## src/rtl/mem_pkg.sv

```systemverilog
// Shared encodings for the memory access sequencer: transfer sizes, R_W polarity, FSM states.
package mem_pkg;

  // Size field encodings from the microstore
  localparam logic [1:0] SZ_BYTE = 2'b00;
  localparam logic [1:0] SZ_HALF = 2'b01;
  localparam logic [1:0] SZ_WORD = 2'b10;
  localparam logic [1:0] SZ_ILL  = 2'b11;

  // R_W polarity
  localparam logic RW_READ  = 1'b1;
  localparam logic RW_WRITE = 1'b0;

  typedef enum logic [1:0] {
    StIdle,
    StAccess,
    StDone
  } mem_state_e;

  // Index of the final byte beat for a legal size (beats run 0..N-1)
  function automatic logic [1:0] last_beat_idx(input logic [1:0] size);
    logic [1:0] idx;
    case (size)
      SZ_HALF: idx = 2'd1;
      SZ_WORD: idx = 2'd3;
      default: idx = 2'd0;
    endcase
    return idx;
  endfunction

endpackage

```

## src/rtl/mem_beat_counter.sv

```systemverilog
// Beat index and wait-state counter for byte-wide RAM transfers.
// Held at zero while inactive so every transfer starts at beat 0, cycle 0.
module mem_beat_counter #(
  parameter int unsigned WAIT_STATES = 0
) (
  input  logic       Clk,
  input  logic       reset,
  input  logic       active,
  input  logic [1:0] last_idx,
  output logic [1:0] beat,
  output logic       last_cycle_of_beat,
  output logic       last_beat
);

  localparam logic [2:0] WaitLast = 3'(WAIT_STATES);

  logic [1:0] beat_q, beat_d;
  logic [2:0] wait_q, wait_d;

  // Decode end of beat / end of transfer from the current counts
  always_comb begin
    last_cycle_of_beat = (wait_q == WaitLast);
    last_beat          = (beat_q == last_idx);
    beat               = beat_q;
  end

  // Next-state: advance the wait counter, roll into the next beat on its last cycle
  always_comb begin
    beat_d = beat_q;
    wait_d = wait_q;
    if (!active) begin
      beat_d = '0;
      wait_d = '0;
    end else if (last_cycle_of_beat) begin
      beat_d = beat_q + 2'd1;
      wait_d = '0;
    end else begin
      wait_d = wait_q + 3'd1;
    end
  end

  // Counter registers
  always_ff @(posedge Clk) begin
    if (reset) begin
      beat_q <= '0;
      wait_q <= '0;
    end else begin
      beat_q <= beat_d;
      wait_q <= wait_d;
    end
  end

endmodule

```

## src/rtl/memory_access_sequencer.sv

```systemverilog
// Splits byte/halfword/word CPU transfers into big-endian byte beats on a byte-wide RAM port
// and returns MOC to the control unit when the transfer completes.
module memory_access_sequencer
  import mem_pkg::*;
#(
  parameter int unsigned ADDR_W      = 8,
  parameter int unsigned WAIT_STATES = 0
) (
  input  logic              Clk,
  input  logic              reset,
  input  logic              MOV,
  input  logic              R_W,
  input  logic [1:0]        Size,
  input  logic [ADDR_W-1:0] Address,
  input  logic [31:0]       DataIn,
  output logic [31:0]       DataOut,
  output logic              MOC,
  output logic              Err,
  output logic [ADDR_W-1:0] ram_addr,
  output logic [7:0]        ram_wdata,
  output logic              ram_we,
  input  logic [7:0]        ram_rdata
);

  mem_state_e        state_q, state_d;
  logic [ADDR_W-1:0] base_q, base_d;
  logic [1:0]        size_q, size_d;
  logic              rw_q, rw_d;
  logic [31:0]       data_q, data_d;
  logic              err_q, err_d;
  logic [23:0]       asm_q, asm_d;
  logic [31:0]       dout_q, dout_d;

  logic [ADDR_W-1:0] align_mask;
  logic [1:0]        beat;
  logic              last_cycle_of_beat;
  logic              last_beat;
  logic [1:0]        byte_idx;
  logic [7:0]        wbyte;
  logic              in_access;

  mem_beat_counter #(
    .WAIT_STATES (WAIT_STATES)
  ) u_beat_counter (
    .Clk                (Clk),
    .reset              (reset),
    .active             (in_access),
    .last_idx           (last_beat_idx(size_q)),
    .beat               (beat),
    .last_cycle_of_beat (last_cycle_of_beat),
    .last_beat          (last_beat)
  );

  // Alignment mask for the incoming request and big-endian byte select for write beats
  always_comb begin
    case (Size)
      SZ_HALF: align_mask = ADDR_W'(1);
      SZ_WORD: align_mask = ADDR_W'(3);
      default: align_mask = '0;
    endcase
    in_access = (state_q == StAccess);
    // Lowest address carries the most significant byte of the N-byte value
    byte_idx  = last_beat_idx(size_q) - beat;
    case (byte_idx)
      2'd0:    wbyte = data_q[7:0];
      2'd1:    wbyte = data_q[15:8];
      2'd2:    wbyte = data_q[23:16];
      default: wbyte = data_q[31:24];
    endcase
  end

  // FSM next-state and datapath register updates
  always_comb begin
    state_d = state_q;
    base_d  = base_q;
    size_d  = size_q;
    rw_d    = rw_q;
    data_d  = data_q;
    err_d   = err_q;
    asm_d   = asm_q;
    dout_d  = dout_q;
    unique case (state_q)
      StIdle: begin
        if (MOV) begin
          size_d = Size;
          rw_d   = R_W;
          data_d = DataIn;
          base_d = Address & ~align_mask;
          asm_d  = '0;
          if (Size == SZ_ILL) begin
            err_d   = 1'b1;
            state_d = StDone;
          end else begin
            err_d   = 1'b0;
            state_d = StAccess;
          end
        end
      end
      StAccess: begin
        if (last_cycle_of_beat) begin
          if (rw_q == RW_READ) begin
            asm_d = {asm_q[15:0], ram_rdata};
          end
          if (last_beat) begin
            state_d = StDone;
            if (rw_q == RW_READ) begin
              // asm_q was cleared at latch, so short reads come out zero-extended
              dout_d = {asm_q, ram_rdata};
            end
          end
        end
      end
      StDone: begin
        if (!MOV) begin
          state_d = StIdle;
          err_d   = 1'b0;
        end
      end
      default: state_d = StIdle;
    endcase
  end

  // State and datapath registers
  always_ff @(posedge Clk) begin
    if (reset) begin
      state_q <= StIdle;
      base_q  <= '0;
      size_q  <= SZ_BYTE;
      rw_q    <= RW_READ;
      data_q  <= '0;
      err_q   <= 1'b0;
      asm_q   <= '0;
      dout_q  <= '0;
    end else begin
      state_q <= state_d;
      base_q  <= base_d;
      size_q  <= size_d;
      rw_q    <= rw_d;
      data_q  <= data_d;
      err_q   <= err_d;
      asm_q   <= asm_d;
      dout_q  <= dout_d;
    end
  end

  // Outputs: RAM port is quiet outside ACCESS; a write beat coinciding with reset is suppressed
  always_comb begin
    DataOut   = dout_q;
    MOC       = (state_q == StDone);
    Err       = (state_q == StDone) && err_q;
    ram_addr  = in_access ? (base_q + ADDR_W'(beat)) : '0;
    ram_wdata = (in_access && rw_q == RW_WRITE) ? wbyte : 8'h00;
    ram_we    = in_access && (rw_q == RW_WRITE) && last_cycle_of_beat && !reset;
  end

endmodule

```

## config.mk

```make
export PLATFORM = sky130hd
export DESIGN_NAME = memory_access_sequencer
export DESIGN_NICKNAME = d
export VERILOG_FILES = /design/src/rtl/mem_pkg.sv /design/src/rtl/mem_beat_counter.sv /design/src/rtl/memory_access_sequencer.sv
export SDC_FILE = /design/constraint.sdc
export NUM_CORES = 1
export LEC_CHECK = 0
export CORE_ASPECT_RATIO = 0.5
export CORE_MARGIN = 10
export CORE_UTILIZATION = 40
export DETAILED_ROUTE_END_ITERATION = 10
export PLACE_DENSITY_LB_ADDON = 0.05
export SETUP_SLACK_MARGIN = 0.05
export SKIP_CTS_REPAIR_TIMING = 1
export SLEW_MARGIN = 20
export SYNTH_ARGS = -nofsm -noshare
export SYNTH_HDL_FRONTEND = slang
export SYNTH_HIERARCHICAL = 1
export SYNTH_SLANG_ARGS = --single-unit
```

## constraint.sdc

```tcl
create_clock -name Clk -period 2.45 [get_ports Clk]
set_input_delay 0.49 -clock Clk [delete_from_list [all_inputs] [get_ports Clk]]
set_output_delay 0.49 -clock Clk [all_outputs]
set_load 0.02 [all_outputs]
```

**Word-level counts from Yosys, hierarchy flattened**

Cells that the tools add are included.

- Add/sub/neg operators: 4
- Equality and inequality tests: 15
- Multiplexer cells: 19
- Bitwise logic cells: 4
- Reduce and logical (&&, ||, !) cells: 17

Operator list:

| cell | number |
|---|---|
| $mux W24 | 3 |
| $pmux W24 S2 | 1 |
| $pmux W8 S3 | 1 |
| $mux W8 | 2 |
| $reduce_and A4 Y1 | 3 |
| $eq A2 B2 Y1 const B | 5 |
| $mux W2 | 5 |
| $ne A2 B2 Y1 const B | 5 |
| $add A8 B2 Y8 | 1 |
| $and A8 B8 Y8 | 1 |
| $eq A2 B1 Y1 const B | 4 |
| $not A8 Y8 | 1 |
| $pmux W2 S2 | 2 |
| $pmux W2 S3 | 1 |
| $logic_and A1 B1 Y1 | 4 |
| $logic_not A2 Y1 | 2 |
| $reduce_bool A2 Y1 | 2 |
| $add A3 B1 Y3 const B | 1 |
| $logic_not A3 Y1 | 1 |
| $mux W1 | 3 |
| $reduce_and A3 Y1 | 1 |
| $reduce_or A3 Y1 | 1 |
| $add A2 B1 Y2 const B | 1 |
| $eq A2 B2 Y1 | 1 |
| 6 further kinds | 7 |

- Flip-flop bits (word level): 107
- Input bits: 54
- Logic and storage cells: 69

**Depth between registers and ports, before layout**

- Word-level depth: 6
- Mapped depth: 10
- Depth with buffers taken out: 8

**Modules after synthesis**

Netlist, hierarchy kept.

Modules (own cells, without submodules):

| module | times used | cells each | area each (µm²) | seq. area each (µm²) |
|---|---|---|---|---|
| memory_access_sequencer | 1 | 543 | 4435.5 | 2042.0 |
| mem_beat_counter | 1 | 25 | 239.0 | 100.1 |

**Worst setup path before layout**

No wires, ideal clock.

- Path type: register -> output
- Start: reg size_q[0]
- End: out ram_wdata[6]
- Arrival time: 1908 ps
- Required time: 1960 ps
- Setup slack: 52 ps
- Stages on the path, launching flop included: 8
- Buffers on the path: 2
- Path through: dfxtp_1 inv_1 ha_1 ha_1 buf_4 or3_1 clkbuf_1 o22ai_1

- Word-level cells in the longest chain between the ends: 6
- Elaborated cells on any way between the ends: 9

RTL lines:

| element | line | source |
|---|---|---|
| from (decl) | memory_access_sequencer.sv:27 | `logic [1:0] size_q, size_d;` |
| from (signal assigned) | memory_access_sequencer.sv:137 | `size_q <= size_d;` |
| $eq A2 B2 Y1 or $eq A2 B1 Y1 (tied branches) | mem_pkg.sv:23 | `case (size)` |
| $pmux W2 S2 (*) | mem_pkg.sv:23 |  |
| $sub A2 B2 Y2 (*) | memory_access_sequencer.sv:63 | `byte_idx = last_beat_idx(size_q) - beat;` |
| $eq A2 B2 Y1, or another cell as far along | memory_access_sequencer.sv:64 | `case (byte_idx)` |
| $pmux W8 S3 (*) | memory_access_sequencer.sv:64 |  |
| $mux W8 (*) | memory_access_sequencer.sv:152 | `ram_wdata = (in_access && rw_q == RW_WRITE) ? wbyte : 8'h00;` |
| to (decl) | memory_access_sequencer.sv:20 | `output logic [7:0] ram_wdata,` |

Mark *: on every way between the ends. The rest lies on a longest branch, timed or not.

**Worst setup path after layout**

- Start: reg size_q[0]
- End: out ram_wdata[4]

The elaborated chain is that of the path after synthesis.

==> impl_results.md <==
* Clock buffer depth at 2
* Clock Latency Late Sink at 0.35 ns
* Die Y-Extent at 96.4 µm
* Initial antenna violation count at 0
* Final min period at 2.63 ns
* Via/cell ratio at 5.22
* Vias at 4,319
* Number of flops mapped to enable cells by yosys at 0
* Crit start category: flop
* Synth Flop Type: dfxtp_1
* Row count at 27
* CTS tree: built
* Synth cell types at 42
* Synth Register Bits at 107
* Detailed Routing Iterations Pass 1 at 4
* Fill cells at 1,105
* Max FO, Critical Path at 7
* Total GRT Usage at 15.0%
* Wirelength per Cell at 16.0 µm
* Total wire length at 13.2 mm
* Cell area after layout at 6310 µm²
* Clock sinks at 107
* Clk_skew at 0.00930 ns
* Crit path DAT at 2.14 ns
* Antenna cells at 0
* I/O pins at 105
* Comb pwr share at 16.3%
* Max-Cap Viols at 0
* Remaining routing DRC violations at 0
* Final Util at 56.2%
* Average cell area after synthesis at 8.23 µm²
* Area delta synth->final at 34.9%
* PortBufs at 104
* Failing checks: negative setup slack
* Final HPWL DP at 8.80 mm
* Root Buffer: clkbuf_16
* Sequence of cells on the critical path: inv_2 > ha_4 > ha_4 > xnor3_2 > buf_6 > nand3b_1 > a31oi_4 > buf_6
* Final setup vio count at 8
* Clock-pin slew on the worst setup and hold paths at 0.07 ns
* Slowest-stage cell, CP: xnor3_2
* Die area at 16,700 µm²
* Hold WS at 0.455 ns
* Post-DP Area at 5890 µm²
* Slew headroom at 25.9%
* Sequential fraction of the synthesis area at 45.8%
* GRT overflow at 0
* Lkg Pwr at 2.34 nW
* Worst vdd ir at 292 µV
* FMAX at 0.380 GHz
* Slowest cell delay on critical path at 0.36 ns
* Gate Count Post-Synth at 568
* Final Wtd Congestion at 0.832
* Die width at 173 µm
* Share of layout cells above drive strength 1 at 12.0%
* Synthesized area at 4670 µm²
* CORE AREA at 11,200 µm²
* First-iteration detailed-routing DRC count at 278
* RSZ-0062 raised after global routing: yes
* Pwr/cell area at 628 nW/µm²
* Critical path class: flop to primary output
* Pint at 2.90 mW
* Vias in the first global route at 4,003
* Most common cell after layout, fill and taps aside: nand2_1
* Largest net degree at the start of global routing at 104
* Post-route setup slack at -0.179 ns
* Crit end category: primary output
* Net Count, Synth at 631
* Hold Fails Final Rpt at 0
* Final period util at 107%
* CTS buffer count at 9
* Hold WC Path Type: flop to flop
* Final net count at 726
* Most frequent cells in the layout: nand2_1 (113), dfxtp_1 (103), a21oi_1 (103), clkdlybuf4s50_1 (86), nand3_1 (36)
* Global-route wire length before repair at 20.7 mm
* Worst-margin pin slew at 1.11 ns
* Antenna Nets Post-Route at 0
* Sw Ratio at 26.7%
* Clk network pwr share at 36.6%
* Post-synth ARST share at 0%
* Synth warn at 6
* H-tree Lvls at 3
* Worst EP required at 1.96 ns
* Initial Util at 41.7%
* Max Slew Vio Count at 0
* Net Sw Power at 1.06 mW
* Status: finished, violations left
* Sequential Power Share at 47.1%
* Power Total at 3.96 mW
-- flip-flops by register name, indices dropped and copies added (netlist names) --
register,count
state_q,2
asm_q,24
u_beat_counter/wait_q,3
data_q,32
base_q,8
DataOut,32
u_beat_counter/beat,2
size_q,2
err_q,1
rw_q,1
-- cell type report --
type / count / area [µm²] / share of cell area [%]
Tap cell: 159 / 199 / 3.15
Timing Repair Buffer: 135 / 1310 / 20.7
Clock inverter: 5 / 60.1 / 0.952
Inverter: 9 / 33.8 / 0.536
Clock buffer: 11 / 233 / 3.69
Multi-Input combinational cell: 401 / 2330 / 36.9
Sequential cell: 107 / 2150 / 34.1
-- through the flow --
stage          TNS (ns)  cells  setup slack, ns
2_1_floorplan         0    568           0.0521
3_3_place_gp      -2.93    810           -0.378
3_5_place_dp      -2.94    810           -0.394
4_1_cts           -8.60    826           -0.789
5_1_grt           -1.97    827           -0.285
6_report          -1.12    827           -0.179
-- critical path: cells and delay by family, from the launching register on --
| kind | cells | cell delay, ns |
|---|---|---|
| AO/OA/AOI/OAI | 1 | 0.17 |
| XOR/XNOR | 1 | 0.36 |
| adder cells (fa/ha/maj) | 2 | 0.39 |
| buffers and inverters | 3 | 0.36 |
| flip-flops | 1 | 0.33 |
| AND/OR/NAND/NOR | 1 | 0.20 |
-- power by group through the flow --
stage | combinational (mW) | sequential, mW | clock [mW]
floorplan | 0.373 | 1.90 | 0
global placement | 0.603 | 1.90 | 0
detailed placement | 0.606 | 1.90 | 0
CTS | 0.609 | 1.86 | 1.50
global route | 0.710 | 1.87 | 1.55
finish | 0.646 | 1.87 | 1.45
-- per-layer routing --
metal	global-route usage, %	part of all wire (%)	up-vias
met5	0	0	-
met4	3.92	0.42	0
met3	5.96	6.7	8
met2	24.4	48	116
met1	18.6	45	2018
li1	-	-	2177
-- cells by family after synthesis --
family          Yosys count  synth area share (%)
fa+ha+maj                 9                  2.57
flops                   107                  45.8
buf+inv                  60                  6.05
compound gates          179                  21.7
mux                      14                  3.05
simple gates            192                  19.2
xor+xnor                  7                  1.61
-- synthesized netlist by cell type, drive strengths merged, types with 2 or more instances --
library cell | number | share of area (%)
xnor2 | 2 | 0.37
xor2 | 4 | 0.75
or4 | 2 | 0.32
nand2b | 6 | 0.80
or3 | 3 | 0.40
a21oi | 105 | 11
buf | 28 | 3.5
o21ai | 35 | 3.7
inv | 9 | 0.72
nor3b | 4 | 0.88
dfxtp | 107 | 46
clkbuf | 23 | 1.8
nor2 | 9 | 0.72
mux2 | 2 | 0.48
nand3b | 7 | 1.1
nor2b | 2 | 0.43
a31oi | 2 | 0.27
and4b | 2 | 0.43
and2 | 3 | 0.40
o31ai | 2 | 0.32
mux2i | 12 | 2.6
nand2 | 113 | 9.1
ha | 8 | 2.1
a32oi | 24 | 4.5
o22ai | 6 | 0.80
a21o | 2 | 0.32
nand3 | 37 | 4.0
-- worst paths after layout --
kind                                 start           end  slack [ns]  cells past startpoint
worst max register to register   size_q[0]   DataOut[18]        0.55                      9
worst max-delay path             size_q[0]  ram_wdata[4]       -0.18                      8
worst min-delay path            data_q[10]    data_q[10]        0.45                      2
worst min register to register  data_q[10]    data_q[10]        0.45                      2
(Power assumes the default switching activity.)
